===== config.mk =====
export PLATFORM = sky130hd
export DESIGN_NAME = id_ex_stage
export DESIGN_NICKNAME = d
export VERILOG_FILES = /design/src/rtl/mips_pkg.sv /design/src/rtl/hazard_unit.sv /design/src/rtl/id_ex_stage.sv
export SDC_FILE = /design/constraint.sdc
export NUM_CORES = 1
export LEC_CHECK = 0
export ABC_AREA = 1
export CAP_MARGIN = 5
export CORE_ASPECT_RATIO = 0.5
export CORE_MARGIN = 2
export CORE_UTILIZATION = 37
export CTS_BUF_LIST = sky130_fd_sc_hd__clkbuf_16
export CTS_CLUSTER_DIAMETER = 80
export CTS_CLUSTER_SIZE = 40
export DETAILED_ROUTE_END_ITERATION = 8
export MAX_ROUTING_LAYER = met4
export PLACE_DENSITY = 0.8
export SLEW_MARGIN = 20
export SYNTH_ARGS = -nofsm -noshare
export SYNTH_HDL_FRONTEND = slang
export SYNTH_SLANG_ARGS = --single-unit

===== constraint.sdc =====
create_clock -name clk -period 1.2 [get_ports clk]
set_input_delay 0.3 -clock clk [delete_from_list [all_inputs] [get_ports clk]]
set_output_delay 0.3 -clock clk [all_outputs]
set_load 0.02 [all_outputs]

===== src/rtl/mips_pkg.sv =====
// rtl/mips_pkg.sv - shared widths, control bundle and constants for the ID/EX stage
package mips_pkg;

  localparam int REG_W        = 5;
  localparam int REG_DST_W    = 2;
  localparam int MEM_TO_REG_W = 2;
  localparam int OP_W         = 3;
  localparam int DATA_W       = 32;
  localparam int STALL_CNT_W  = 16;

  localparam logic [REG_W-1:0]       ZERO_REG  = '0;
  localparam logic [STALL_CNT_W-1:0] STALL_MAX = '1;

  // Decoded control bundle carried from ID into EX
  typedef struct packed {
    logic [REG_DST_W-1:0]    reg_dst;
    logic [MEM_TO_REG_W-1:0] mem_to_reg;
    logic                    reg_write;
    logic                    alu_src;
    logic                    mem_read;
    logic                    mem_write;
    logic [OP_W-1:0]         operation;
  } ctrl_t;

  // Bubble: every control field inactive
  localparam ctrl_t CTRL_NOP = '0;

endpackage


===== src/rtl/hazard_unit.sv =====
// rtl/hazard_unit.sv - load-use hazard detection and PC/IF-ID write enables (HAZARD_DETECT_EN)
module hazard_unit
  import mips_pkg::*;
(
  input  logic             ex_valid_i,
  input  logic             ex_mem_read_i,
  input  logic [REG_W-1:0] ex_rt_i,
  input  logic [REG_W-1:0] id_rs_i,
  input  logic [REG_W-1:0] id_rt_i,
  input  logic             freeze_i,
  output logic             hazard_stall_o,
  output logic             pc_write_o,
  output logic             if_id_write_o
);

`ifdef HAZARD_DETECT_EN
  // A load in EX whose destination feeds the decoding instruction; $zero never counts
  assign hazard_stall_o = ex_valid_i && ex_mem_read_i && (ex_rt_i != ZERO_REG) &&
                          ((ex_rt_i == id_rs_i) || (ex_rt_i == id_rt_i));
`else
  logic unused_hazard_inputs;
  assign unused_hazard_inputs = ^{ex_valid_i, ex_mem_read_i, ex_rt_i, id_rs_i, id_rt_i};
  assign hazard_stall_o = 1'b0;
`endif

  // Upstream holds whenever a bubble is inserted or the whole pipe is frozen
  assign pc_write_o    = !(hazard_stall_o || freeze_i);
  assign if_id_write_o = !(hazard_stall_o || freeze_i);

endmodule


===== src/rtl/id_ex_stage.sv =====
// rtl/id_ex_stage.sv - ID/EX pipeline register with bubble/freeze control (HAZARD_DETECT_EN)
module id_ex_stage
  import mips_pkg::*;
(
  input  logic                    clk,
  input  logic                    rst,
  input  logic [REG_DST_W-1:0]    id_reg_dst,
  input  logic [MEM_TO_REG_W-1:0] id_mem_to_reg,
  input  logic                    id_reg_write,
  input  logic                    id_alu_src,
  input  logic                    id_mem_read,
  input  logic                    id_mem_write,
  input  logic [OP_W-1:0]         id_operation,
  input  logic [DATA_W-1:0]       id_pc4,
  input  logic [DATA_W-1:0]       id_rd1,
  input  logic [DATA_W-1:0]       id_rd2,
  input  logic [DATA_W-1:0]       id_imm,
  input  logic [REG_W-1:0]        id_rs,
  input  logic [REG_W-1:0]        id_rt,
  input  logic [REG_W-1:0]        id_rd,
  input  logic                    flush,
  input  logic                    freeze,
  output logic [REG_DST_W-1:0]    ex_reg_dst,
  output logic [MEM_TO_REG_W-1:0] ex_mem_to_reg,
  output logic                    ex_reg_write,
  output logic                    ex_alu_src,
  output logic                    ex_mem_read,
  output logic                    ex_mem_write,
  output logic [OP_W-1:0]         ex_operation,
  output logic [DATA_W-1:0]       ex_pc4,
  output logic [DATA_W-1:0]       ex_rd1,
  output logic [DATA_W-1:0]       ex_rd2,
  output logic [DATA_W-1:0]       ex_imm,
  output logic [REG_W-1:0]        ex_rs,
  output logic [REG_W-1:0]        ex_rt,
  output logic [REG_W-1:0]        ex_rd,
  output logic                    ex_valid,
  output logic                    pc_write,
  output logic                    if_id_write,
  output logic                    hazard_stall,
  output logic [STALL_CNT_W-1:0]  stall_count
);

  ctrl_t             id_ctrl;
  ctrl_t             ctrl_q, ctrl_d;
  logic              valid_q, valid_d;
  logic [DATA_W-1:0] pc4_q, pc4_d, rd1_q, rd1_d, rd2_q, rd2_d, imm_q, imm_d;
  logic [REG_W-1:0]  rs_q, rs_d, rt_q, rt_d, rd_q, rd_d;

  assign id_ctrl = {id_reg_dst, id_mem_to_reg, id_reg_write, id_alu_src,
                    id_mem_read, id_mem_write, id_operation};

  hazard_unit u_hazard (
    .ex_valid_i     (valid_q),
    .ex_mem_read_i  (ctrl_q.mem_read),
    .ex_rt_i        (rt_q),
    .id_rs_i        (id_rs),
    .id_rt_i        (id_rt),
    .freeze_i       (freeze),
    .hazard_stall_o (hazard_stall),
    .pc_write_o     (pc_write),
    .if_id_write_o  (if_id_write)
  );

  // Next state: freeze holds, flush/hazard injects a bubble, otherwise load from ID
  always_comb begin
    ctrl_d  = ctrl_q;
    valid_d = valid_q;
    pc4_d   = pc4_q;
    rd1_d   = rd1_q;
    rd2_d   = rd2_q;
    imm_d   = imm_q;
    rs_d    = rs_q;
    rt_d    = rt_q;
    rd_d    = rd_q;
    if (!freeze) begin
      pc4_d = id_pc4;
      rd1_d = id_rd1;
      rd2_d = id_rd2;
      imm_d = id_imm;
      rs_d  = id_rs;
      rt_d  = id_rt;
      rd_d  = id_rd;
      if (flush || hazard_stall) begin
        ctrl_d  = CTRL_NOP;
        valid_d = 1'b0;
      end else begin
        ctrl_d  = id_ctrl;
        valid_d = 1'b1;
      end
    end
  end

  // Pipeline register; reset clears everything regardless of stall/freeze
  always_ff @(posedge clk) begin
    if (rst) begin
      ctrl_q  <= CTRL_NOP;
      valid_q <= 1'b0;
      pc4_q   <= '0;
      rd1_q   <= '0;
      rd2_q   <= '0;
      imm_q   <= '0;
      rs_q    <= '0;
      rt_q    <= '0;
      rd_q    <= '0;
    end else begin
      ctrl_q  <= ctrl_d;
      valid_q <= valid_d;
      pc4_q   <= pc4_d;
      rd1_q   <= rd1_d;
      rd2_q   <= rd2_d;
      imm_q   <= imm_d;
      rs_q    <= rs_d;
      rt_q    <= rt_d;
      rd_q    <= rd_d;
    end
  end

`ifdef HAZARD_DETECT_EN
  logic [STALL_CNT_W-1:0] stall_count_q, stall_count_d;

  // Count bubbles actually written; a frozen edge writes nothing
  always_comb begin
    stall_count_d = stall_count_q;
    if (hazard_stall && !freeze && (stall_count_q != STALL_MAX)) begin
      stall_count_d = stall_count_q + 1'b1;
    end
  end

  // Saturating bubble counter register
  always_ff @(posedge clk) begin
    if (rst) begin
      stall_count_q <= '0;
    end else begin
      stall_count_q <= stall_count_d;
    end
  end

  assign stall_count = stall_count_q;
`else
  assign stall_count = '0;
`endif

  assign ex_reg_dst    = ctrl_q.reg_dst;
  assign ex_mem_to_reg = ctrl_q.mem_to_reg;
  assign ex_reg_write  = ctrl_q.reg_write;
  assign ex_alu_src    = ctrl_q.alu_src;
  assign ex_mem_read   = ctrl_q.mem_read;
  assign ex_mem_write  = ctrl_q.mem_write;
  assign ex_operation  = ctrl_q.operation;
  assign ex_pc4        = pc4_q;
  assign ex_rd1        = rd1_q;
  assign ex_rd2        = rd2_q;
  assign ex_imm        = imm_q;
  assign ex_rs         = rs_q;
  assign ex_rt         = rt_q;
  assign ex_rd         = rd_q;
  assign ex_valid      = valid_q;

endmodule


==> run summary <==
Synth top area share -> 56.8%
Hold Crit Start -> rst
Synth Area in XOR/XNOR -> 0%
cts bufs inserted -> 17
Initial DRC Count -> 260
First-pass DRT Iterations -> 4
Compound-Gate Fraction of Synth Area -> 14.2%
core area -> 14400 µm²
Pleak -> 4.03 nW
Max Root-Sink Buffers -> 2
#FFs+latches synth -> 155
reg2reg setup slack -> 0.48 ns
Post-Syn Area per Cell -> 7.91 µm²
post-synthesis sequential area ratio -> 56.8%
Ports -> 332
Clock Skew -> 0 ns
CP arrival -> 0.87 ns
mapped cell area -> 5460 µm²
Critical-path top delay cell -> dfxtp_2
CTS tree -> done
GP Congestion -> 0.866
RSZ-0062 raised after global routing -> true
worst reg2reg path depth -> 3
wire length per cell -> 14.5 µm
Root Buffer -> clkbuf_16
die extent in y -> 89.9 µm
vias in the first global route -> 5212
Max Cap Viol -> 0
first-pass GRT wire length -> 26.9 mm
Yosys top cell by area -> dfxtp_1
most frequent cells in the layout -> nand2_1, a21oi_1, clkdlybuf4s50_1, dfxtp_2, buf_6
final hold violations -> 0
Critical R2R Launch -> ex_pc4[17]
WHS Endpoint -> ex_pc4[27]
commonest non-fill, non-tap cell in the layout -> nand2_1
Total GRT Usage -> 21.8%
min-delay worst type -> primary input to register
post-place instance area -> 8720 µm²
status -> finished, final reports clean
Starting Density -> 37.8%
r2r endpoint -> ex_pc4[17]
Ant. Diodes -> 0
multiplexer share of the synthesized area -> 0%
hold_buf cts -> 0
clock sinks -> 155
Final setup viols -> 0
Crit. End Element -> output port
Synth Area in Simple Gates -> 21.3%
share of layout cells above drive strength 1 -> 35.3%
Final period util -> 97.2%
largest net degree at the start of global routing -> 68
worst-path fanout max -> 2
cell family with most CP delay -> flip-flops
Die ar. -> 15800 µm²
max incr delay on CP -> 0.32 ns
ANT nets after route -> 0
Cells after DPL -> 1165
Worst setup SP type -> register
Layout area overhead -> 76.4%
Clk pin slew, worst setup/hold paths -> 0.07 ns
critical path class -> register to output port
die width -> 176 µm
largest family of logic cells by synthesized area -> simple AND/OR/NAND/NOR gates
input/output buffers -> 314
via count -> 5528
Slew Limit Fails -> 0
setup TNS -> 0 ns
Unique masters post-synth -> 11
critical-path cell list -> buf_4
Yosys warning count -> 0
Hold Slack -> 0.365 ns
Rows -> 31
Vias/cell -> 4.61
clk_lat worst skew -> 0.39 ns
top post-synthesis cells by area -> dfxtp_1, nand2_1, a21oi_1
Max VDD drop -> 0.981 mV
htree depth -> 4
drt total wl -> 17.5 mm
DR DRC count -> 0
final worst path period need -> 1.17 ns
Buf/Inv on CP -> 1
power per cell area -> 1380 nW/µm²
final std cell area, no fill -> 9630 µm²
Cells after Synth -> 690
detailed placement HPWL -> 12.2 mm
hold path depth -> 3
grt ovf -> 0
maximum clock rate -> 0.857 GHz
initial antenna violation count -> 0
Final Non-Filler Cells -> 1200
Critical Path RT -> 0.90 ns
adder-cell share of the synthesized area -> 0%
fin nets -> 1148
==> worst max-delay path by stage <==
stage          slack [ns]  depth (start not counted)           to  startpoint
5_1_grt            -0.006                          1   ex_rd1[15]  ex_rd1[15]
6_report             0.03                          1     ex_rs[4]    ex_rs[4]
2_1_floorplan        0.09                          3     pc_write      freeze
4_1_cts           0.00008                          1   ex_pc4[24]  ex_pc4[24]
3_5_place_dp        -0.17                          3     pc_write      freeze
3_3_place_gp        -0.17                          3  if_id_write      freeze
==> synth_stat cells, drive strengths merged <==
master / number
clkbuf: 19
inv: 1
buf: 49
dfxtp: 155
nand2: 308
a21oi: 155
nor2: 2
conb: 1
==> cell type report <==
type                       instances  area (µm²)
fill                            1150        4800
clock inverter                    14         170
sequential                       155        3290
timing repair buffer             333        3490
multi-input combinational        482        2000
clock buffer                      17         425
tap                              198         248
inverter                           1        6.26
==> report_power, final <==
group / switching [mW] / internal (mW)
registers: 0.185 / 5.48
logic: 1.02 / 1.16
clock network: 2.17 / 3.28
total: 3.37 / 9.92
==> routing by layer <==
layer | part of all wire [%] | up-vias | GRT usage, %
met5 | 0 | - | -
met4 | 2.6 | 0 | 8.26
met3 | 4.3 | 30 | 3.89
met2 | 53 | 172 | 38.8
met1 | 40 | 2568 | 24.4
li1 | - | 2758 | -
==> tightest hold or removal path, cell delays in order <==
cell,delay (ns)
buf_4,0.13
buf_12,0.22
a21oi_1,0.06
==> metrics by stage <==
stage	total power [mW]	util (%)	setup slack [ns]
3_3_place_gp	7.78	60.5	-0.174
3_5_place_dp	7.82	60.5	-0.171
2_1_floorplan	6.63	-	0.0918
4_1_cts	13.2	62.1	0.0000798
6_report	13.3	66.8	0.0334
5_1_grt	13.9	66.8	-0.00622
==> cells by family (layout without fill, tap and decap cells) <==
group / Yosys count / in the layout
flip-flops: 155 / 155
AO/OA/AOI/OAI: 155 / 155
other: 1 / 17
buffers and inverters: 69 / 365
AND/OR/NAND/NOR: 310 / 310
==> what timing repair did <==
action	in CTS	in global routing
hold endpoints to repair	0	0
setup buffers	0	4
endpoints found under the setup margin	157	147
resized for setup	791	264
Power figures use the tool's default switching activity.
